## src/rtl/instr_fetch.sv

```systemverilog
`default_nettype none
// ============================================================================
// Module   : instr_fetch
// Purpose  : In-order instruction fetch with credit-limited prefetch FIFO and
//            redirect flush. Optional counters enabled by FETCH_PERF_CNT_EN.
// Revision : 1.0 - initial release
// ============================================================================
module instr_fetch #(
    parameter int          DEPTH    = 2,
    parameter logic [31:0] RESET_PC = 32'h0000_0000
) (
    input  logic        clk,
    input  logic        reset,
    output logic        imem_req,
    output logic [31:0] imem_addr,
    input  logic        imem_gnt,
    input  logic        imem_rvalid,
    input  logic [31:0] imem_rdata,
    input  logic        pc_src,
    input  logic [31:0] branch_target,
    output logic        instr_valid,
    input  logic        instr_ready,
    output logic [31:0] instr,
    output logic [31:0] instr_pc,
    output logic [31:0] pc_plus8,
    output logic [1:0]  op,
    output logic [3:0]  cond,
    output logic [5:0]  funct,
    output logic [3:0]  rd
`ifdef FETCH_PERF_CNT_EN
    ,
    output logic [31:0] stall_cycles,
    output logic [31:0] flushed_instrs
`endif
);

    localparam int c_PTR_W = $clog2(DEPTH);
    localparam int c_CNT_W = c_PTR_W + 1;
    localparam int c_SUM_W = c_CNT_W + 2;

    logic               r_run;
    logic [31:0]        r_fetch_pc;
    logic [c_CNT_W-1:0] r_count;
    logic [c_CNT_W-1:0] r_outstanding;
    logic [c_CNT_W-1:0] r_discard;
    logic [c_PTR_W-1:0] r_wr_ptr;
    logic [c_PTR_W-1:0] r_rd_ptr;
    logic [c_PTR_W-1:0] r_aq_wr;
    logic [c_PTR_W-1:0] r_aq_rd;
    logic [31:0]        r_data_mem [DEPTH];
    logic [31:0]        r_pc_mem   [DEPTH];
    logic [31:0]        r_addr_q   [DEPTH];

    logic [c_SUM_W-1:0] w_used;
    logic               w_grant;
    logic               w_discarding;
    logic               w_push;
    logic               w_drop;
    logic               w_pop;
    logic [c_CNT_W-1:0] w_redirect_discard;
    logic               w_unused_bt;

    // Every slot is reserved from request until the head is consumed or the
    // stale response is discarded, so the FIFO can never overflow.
    assign w_used       = c_SUM_W'(r_count) + c_SUM_W'(r_outstanding) + c_SUM_W'(r_discard);
    assign imem_req     = r_run && (w_used < c_SUM_W'(DEPTH)) && !pc_src;
    assign imem_addr    = r_fetch_pc;
    assign w_grant      = imem_req && imem_gnt;
    assign w_discarding = (r_discard != '0);
    assign w_push       = imem_rvalid && !w_discarding && !pc_src;
    assign w_drop       = imem_rvalid && w_discarding && !pc_src;
    assign w_pop        = instr_valid && instr_ready;
    assign w_redirect_discard = r_discard + r_outstanding - c_CNT_W'(imem_rvalid);
    assign w_unused_bt  = ^branch_target[1:0];

    always_ff @(posedge clk) begin
        if (reset) begin
            r_run         <= 1'b0;
            r_fetch_pc    <= RESET_PC;
            r_count       <= '0;
            r_outstanding <= '0;
            r_discard     <= '0;
            r_wr_ptr      <= '0;
            r_rd_ptr      <= '0;
            r_aq_wr       <= '0;
            r_aq_rd       <= '0;
        end else if (pc_src) begin
            r_run         <= 1'b1;
            r_fetch_pc    <= {branch_target[31:2], 2'b00};
            r_count       <= '0;
            r_outstanding <= '0;
            r_discard     <= w_redirect_discard;
            r_wr_ptr      <= '0;
            r_rd_ptr      <= '0;
            r_aq_wr       <= '0;
            r_aq_rd       <= '0;
        end else begin
            r_run         <= 1'b1;
            if (w_grant) begin
                r_fetch_pc <= r_fetch_pc + 32'd4;
                r_aq_wr    <= r_aq_wr + 1'b1;
            end
            if (w_push) begin
                r_wr_ptr <= r_wr_ptr + 1'b1;
                r_aq_rd  <= r_aq_rd + 1'b1;
            end
            if (w_pop) begin
                r_rd_ptr <= r_rd_ptr + 1'b1;
            end
            r_outstanding <= r_outstanding + c_CNT_W'(w_grant) - c_CNT_W'(w_push);
            r_discard     <= r_discard - c_CNT_W'(w_drop);
            r_count       <= r_count + c_CNT_W'(w_push) - c_CNT_W'(w_pop);
        end
    end

    // Storage carries no reset; occupancy alone qualifies the contents.
    always_ff @(posedge clk) begin
        if (w_grant) begin
            r_addr_q[r_aq_wr] <= r_fetch_pc;
        end
        if (w_push) begin
            r_data_mem[r_wr_ptr] <= imem_rdata;
            r_pc_mem[r_wr_ptr]   <= r_addr_q[r_aq_rd];
        end
    end

    assign instr_valid = (r_count != '0);
    assign instr       = r_data_mem[r_rd_ptr];
    assign instr_pc    = r_pc_mem[r_rd_ptr];
    assign pc_plus8    = instr_pc + 32'd8;
    assign op          = instr[27:26];
    assign cond        = instr[31:28];
    assign funct       = instr[25:20];
    assign rd          = instr[15:12];

`ifdef FETCH_PERF_CNT_EN
    logic [c_CNT_W-1:0] w_flush_n;
    logic [32:0]        w_flush_sum;

    always_comb begin
        w_flush_n = '0;
        if (pc_src) begin
            w_flush_n = r_count;
        end
        if (imem_rvalid && (pc_src || w_discarding)) begin
            w_flush_n = w_flush_n + c_CNT_W'(1);
        end
        w_flush_sum = {1'b0, flushed_instrs} + 33'(w_flush_n);
    end

    always_ff @(posedge clk) begin
        if (reset) begin
            stall_cycles   <= '0;
            flushed_instrs <= '0;
        end else begin
            if (instr_ready && !instr_valid && (stall_cycles != '1)) begin
                stall_cycles <= stall_cycles + 32'd1;
            end
            flushed_instrs <= w_flush_sum[32] ? '1 : w_flush_sum[31:0];
        end
    end
`endif

endmodule
`default_nettype wire

```

## config.mk

```make
export PLATFORM = sky130hd
export DESIGN_NAME = instr_fetch
export DESIGN_NICKNAME = d
export VERILOG_FILES = /design/src/rtl/instr_fetch.sv
export SDC_FILE = /design/constraint.sdc
export NUM_CORES = 1
export LEC_CHECK = 0
export CELL_PAD_IN_SITES_DETAIL_PLACEMENT = 0
export CELL_PAD_IN_SITES_GLOBAL_PLACEMENT = 1
export CORE_AREA = 2 2 168 170
export DETAILED_ROUTE_END_ITERATION = 10
export DIE_AREA = 0 0 170 172
export GPL_ROUTABILITY_DRIVEN = 1
export GPL_TIMING_DRIVEN = 0
export PLACE_DENSITY_LB_ADDON = 0.1
export SLEW_MARGIN = 20
export SYNTH_ARGS = -nofsm -noshare
export SYNTH_HDL_FRONTEND = slang
export SYNTH_SLANG_ARGS = --single-unit
```

## constraint.sdc

```tcl
create_clock -name clk -period 5.5 [get_ports clk]
set_clock_uncertainty 0.05 [all_clocks]
set_input_delay 1.65 -clock clk [delete_from_list [all_inputs] [get_ports clk]]
set_output_delay 1.65 -clock clk [all_outputs]
set_load 0.05 [all_outputs]
```

==> impl.org <==
** Status
- The run finished with clean final reports.

** Worst setup path
- The worst setup path is launched from a flip-flop.
- Along the worst path, the maximum fanout reaches 19.
- Counting cells, the worst reg-to-reg path comes to 14.
- Critical Path AT :: 3.61 ns
- In this run the critical register-to-register path is captured at r_outstanding[1]$_SDFF_PP0_.
- Critical path start-end classification :: flip-flop to primary output
- Startpoint of the worst-slack reg-to-reg timing path :: r_outstanding[1]$_SDFF_PP0_
- Minimum setup slack among reg-to-reg paths :: 1.78 ns
- Crit end category :: primary output
- Required time of the critical path :: 3.80 ns

** Drt
- Number of iterations in the first detailed-routing pass :: 5
- Summing over every cut layer, the via total after detailed routing is 6592.
- The first routing iteration left 422 violations.
- Avg WL per Cell :: 18.0 µm
- Drt total wl :: 24.2 mm
- Via count normalized by instance count :: slightly below 5
- In the routed design, unresolved DRC markers number 0.
- Remaining antenna violation count after routing :: 0

** Hold path
- Hold Path Cell Cnt :: 2
- The worst hold path begins at r_rd_ptr$_SDFFE_PP0P_.
- Class of the worst hold path :: flip-flop to flip-flop
- Capture endpoint of the worst hold path :: r_rd_ptr$_SDFFE_PP0P_

** CTS
- Number of clock buffers inserted by TritonCTS :: 25
- Clock tree synthesis found a total of 227 sinks.
- CTS root buf :: clkbuf_16
- The clock reaches the later pin of the worst-skew pair after roughly 0.51 ns.
- The number of hold buffers added after CTS was 0.
- In this run the number of H-tree levels came out at 1.
- Largest buffer count on any clock path :: 3
- TritonCTS built the clock tree.
- After clock tree synthesis, the clock-pin slew on the worst setup and hold paths is 0.06 ns.

** STA
- Setup violations remaining at the end of the flow were counted as 0.
- The worst path in the final design needs a cycle of 5.31 ns, including I/O delays and setup.
- Minimum setup slack in the final design :: between 0.15 and 0.2 ns
- The worst pin sits at a relative slew slack of 50.2%.
- Slew of the pin with the lowest slew margin :: 0.741 ns
- Sum Neg Setup Slack :: 0 ns
- For this run, the top clock speed supported by timing is 188 MHz.
- Period utilization :: 96.6%
- Unrepaired setup endpoints after global routing :: no
- Count of final hold-check violations :: 0
- Number of max-slew violations in the final report :: 0

** Synth
- After synthesis, the netlist uses 60 different library cells.
- Post-synthesis register bit count :: 227
- Yosys mapped a number of flops with a built-in enable equal to 184.
- Synth area leaders :: edfxtp_1 55%, mux2_2 9.4%, dfxtp_1 8.6%, xnor2_1 2.2%, xor2_1 2.1%
- Number of cells produced by synthesis :: roughly 740
- Cell type contributing the most total cell area after synthesis :: edfxtp_1
- Of the synthesized area, sequential elements account for 63.7%.
- Mapped Avg Cell Area :: 13.6 µm²
- For this run, asynchronously set or reset flops after synthesis account for 0%.
- The synthesized netlist occupies a cell area of 10000 µm².
- Yosys top cell area share :: roughly 55%
- During synthesis, Yosys emitted a total of 0 warnings.
- Primary FF master, synth :: edfxtp_1

** GRT
- Total Routing Usage GR :: 16.4%
- Via count of the first global-routing pass :: 6519
- First-pass GRT wire length :: 37.2 mm
- For this run the aggregate overflow at the end of global routing stands at 0.
- Antenna violations before repair :: 0
- Entering global routing, the biggest net connects 37 pins.

** Flow run
- Count of maximum capacitance violations :: 0

** Pwr
- Cell internal pwr :: 0.00331 W
- After layout, the design draws a total of around 0.0045 W.
- Proportion of total power due to net switching :: between 20% and 30%
- Clk network pwr share :: 38.4%
- Per report_power, the combinational group accounts for 17.3% of the total.
- The analysis attributes to cell leakage a power of 4.80 nW.
- Summed over all nets, the switching power comes to roughly 0.0012 W.
- VDD sags by at most 194 µV.
- For this design the ratio of total power to cell area is 327 nW/µm².
- Per report_power, the sequential group accounts for between 40% and 50% of the total.

** Floorplanning
- The floorplan step set the die width to 170 µm.
- Die area :: 29200 µm²
- Number of placement rows :: roughly 60
- The initial utilization of the core area, before any placement, comes to a little over a third.
- Boundary pin count :: around 220
- Core Area :: 27500 µm²
- Die span in y :: 172 µm

** Layout
- In the final layout, the multi-input gates occupy approximately 3400 µm².
- After filler insertion, the fill cell instance count of the layout stands at 2434.
- Count of inserted antenna diode cells :: 0
- FF/Latch Area :: 6390 µm²
- Net count, final :: 1060
- Relative to the synthesized area, the layout overhead comes to 36.8%.
- The library cell used most frequently in the layout, excluding fill and tap cells, is clkdlybuf4s50_1.
- Cells with a size suffix above 1 make up between 10% and 20% of the layout.
- Leaving out fill and tap cells, the most frequent cells in the layout are 192 x clkdlybuf4s50_1, 184 x edfxtp_1, 83 x mux2_2.

** Placed design
- At the end of routability-driven placement, the weighted congestion stood at between 0.8 and 0.9.
- OpenSTA, run right after detailed placement, puts the worst setup slack at -1.03 ns.
- Number of input and output port buffers inserted :: 206
- Post-DP HPWL :: 17.6 mm
==> cell type report <==
| class | instances | share of cell area [%] |
|---|---|---|
| Buffer | 51 | 2.43 |
| Clock buffer | 35 | 5.13 |
| Clock inverter | 11 | 1.18 |
| Inverter | 27 | 0.757 |
| Multi-Input combinational cell | 432 | 24.8 |
| Sequential cell | 227 | 46.6 |
| Tap cell | 346 | 3.16 |
| Timing Repair Buffer | 214 | 16.0 |
==> flip-flops by register name, summed over array words and instances, names as in the netlist, 2 cells and up, named ones only <==
| name | count |
|---|---|
| r_pc_mem | 60 |
| r_addr_q | 60 |
| r_data_mem | 64 |
| imem_addr | 30 |
| r_count | 2 |
| r_outstanding | 2 |
| r_discard | 2 |
==> power by group through the flow <==
stage / combinational, W / clock [W] / sequential (W)
after global placement: 0.000764 / 0 / 0.00203
after global routing: 0.000822 / 0.00184 / 0.00200
after floorplan: 0.000458 / 0 / 0.00206
final: 0.000775 / 0.00172 / 0.00199
after CTS: 0.000784 / 0.00177 / 0.00199
after detailed placement: 0.000779 / 0 / 0.00203
==> cells by family (layout without fill, tap and decap cells) <==
group	count (synthesis)	count (layout)	synth area share, %
XOR/XNOR	49	49	4.28
adder cells (fa/ha/maj)	12	12	1.57
multiplexers	93	93	10.3
flip-flops	227	227	63.7
AND/OR/NAND/NOR	184	184	10.2
other	1	6	0.0374
AO/OA/AOI/OAI	88	88	5.57
buffers and inverters	81	338	4.32
==> critical path, stage by stage, from the launching register on <==
cell and delay [ns]:
dfxtp_1 0.31, buf_6 0.14, buf_8 0.14, buf_6 0.17, buf_12 0.15, mux2i_4 0.19, inv_4 0.08, ha_4 0.15
nand4b_1 0.14, a22o_4 0.31, or4_4 0.65, nor3_4 0.31, xor2_4 0.16, buf_6 0.17
==> stage by stage <==
step / cell area [µm²] / utilization [%] / hold slack (ns) / instances
after floorplan: 10200 / - / 0.422 / 740
after global placement: 12700 / 46.1 / 0.436 / 1292
after detailed placement: 12800 / 46.6 / 0.459 / 1297
after CTS: 13700 / 50.0 / 0.475 / 1344
after global routing: 13700 / 49.9 / 0.521 / 1343
final: 13700 / 49.9 / 0.464 / 1343
==> worst max-delay path by stage <==
stage	start	to	cells after the start	slack, ns
global placement	imem_rvalid	r_data_mem[0][23]$_DFFE_PP_	3	-1.81
floorplan	pc_src	imem_req	4	0.04
detailed placement	flip-flop	pc_plus8[29]	15	-1.03
global route	flip-flop	pc_plus8[31]	12	0.04
CTS	flip-flop	pc_plus8[29]	15	0.04
finish	flip-flop	pc_plus8[31]	13	0.19
==> repair_timing <==
| action | 4_1_cts | 5_1_grt |
|---|---|---|
| gates resized for setup | 57 | 6 |
| pin swaps | 4 | 1 |
| buffers inserted | 2 | 1 |
| setup endpoints to repair | 16 | 9 |
==> layer usage <==
metal	up-vias	share of wire (%)	GRT usage (%)
li1	3213	-	-
met1	3115	46	22.6
met2	234	45	26.9
met3	30	6.9	3.11
met4	0	1.4	3.83
met5	-	0	0
==> cell usage after synthesis (5+ instances only) <==
cell      count
buf_4        23
and2_1       14
nand2_1      28
nand4_1      19
buf_2         7
nor2_1       43
dfxtp_1      43
and3_1        6
o22ai_1      10
xnor2_1      25
o21ai_0      13
mux2_2       84
xor2_1       24
mux2i_1       9
nand4b_1      5
a21oi_1      24
ha_1         11
a31oi_1      16
inv_1        27
nand3_1      26
nand3b_1      7
nor3_1       11
edfxtp_1    184
clkbuf_1     20
(Power assumes the default switching activity.)
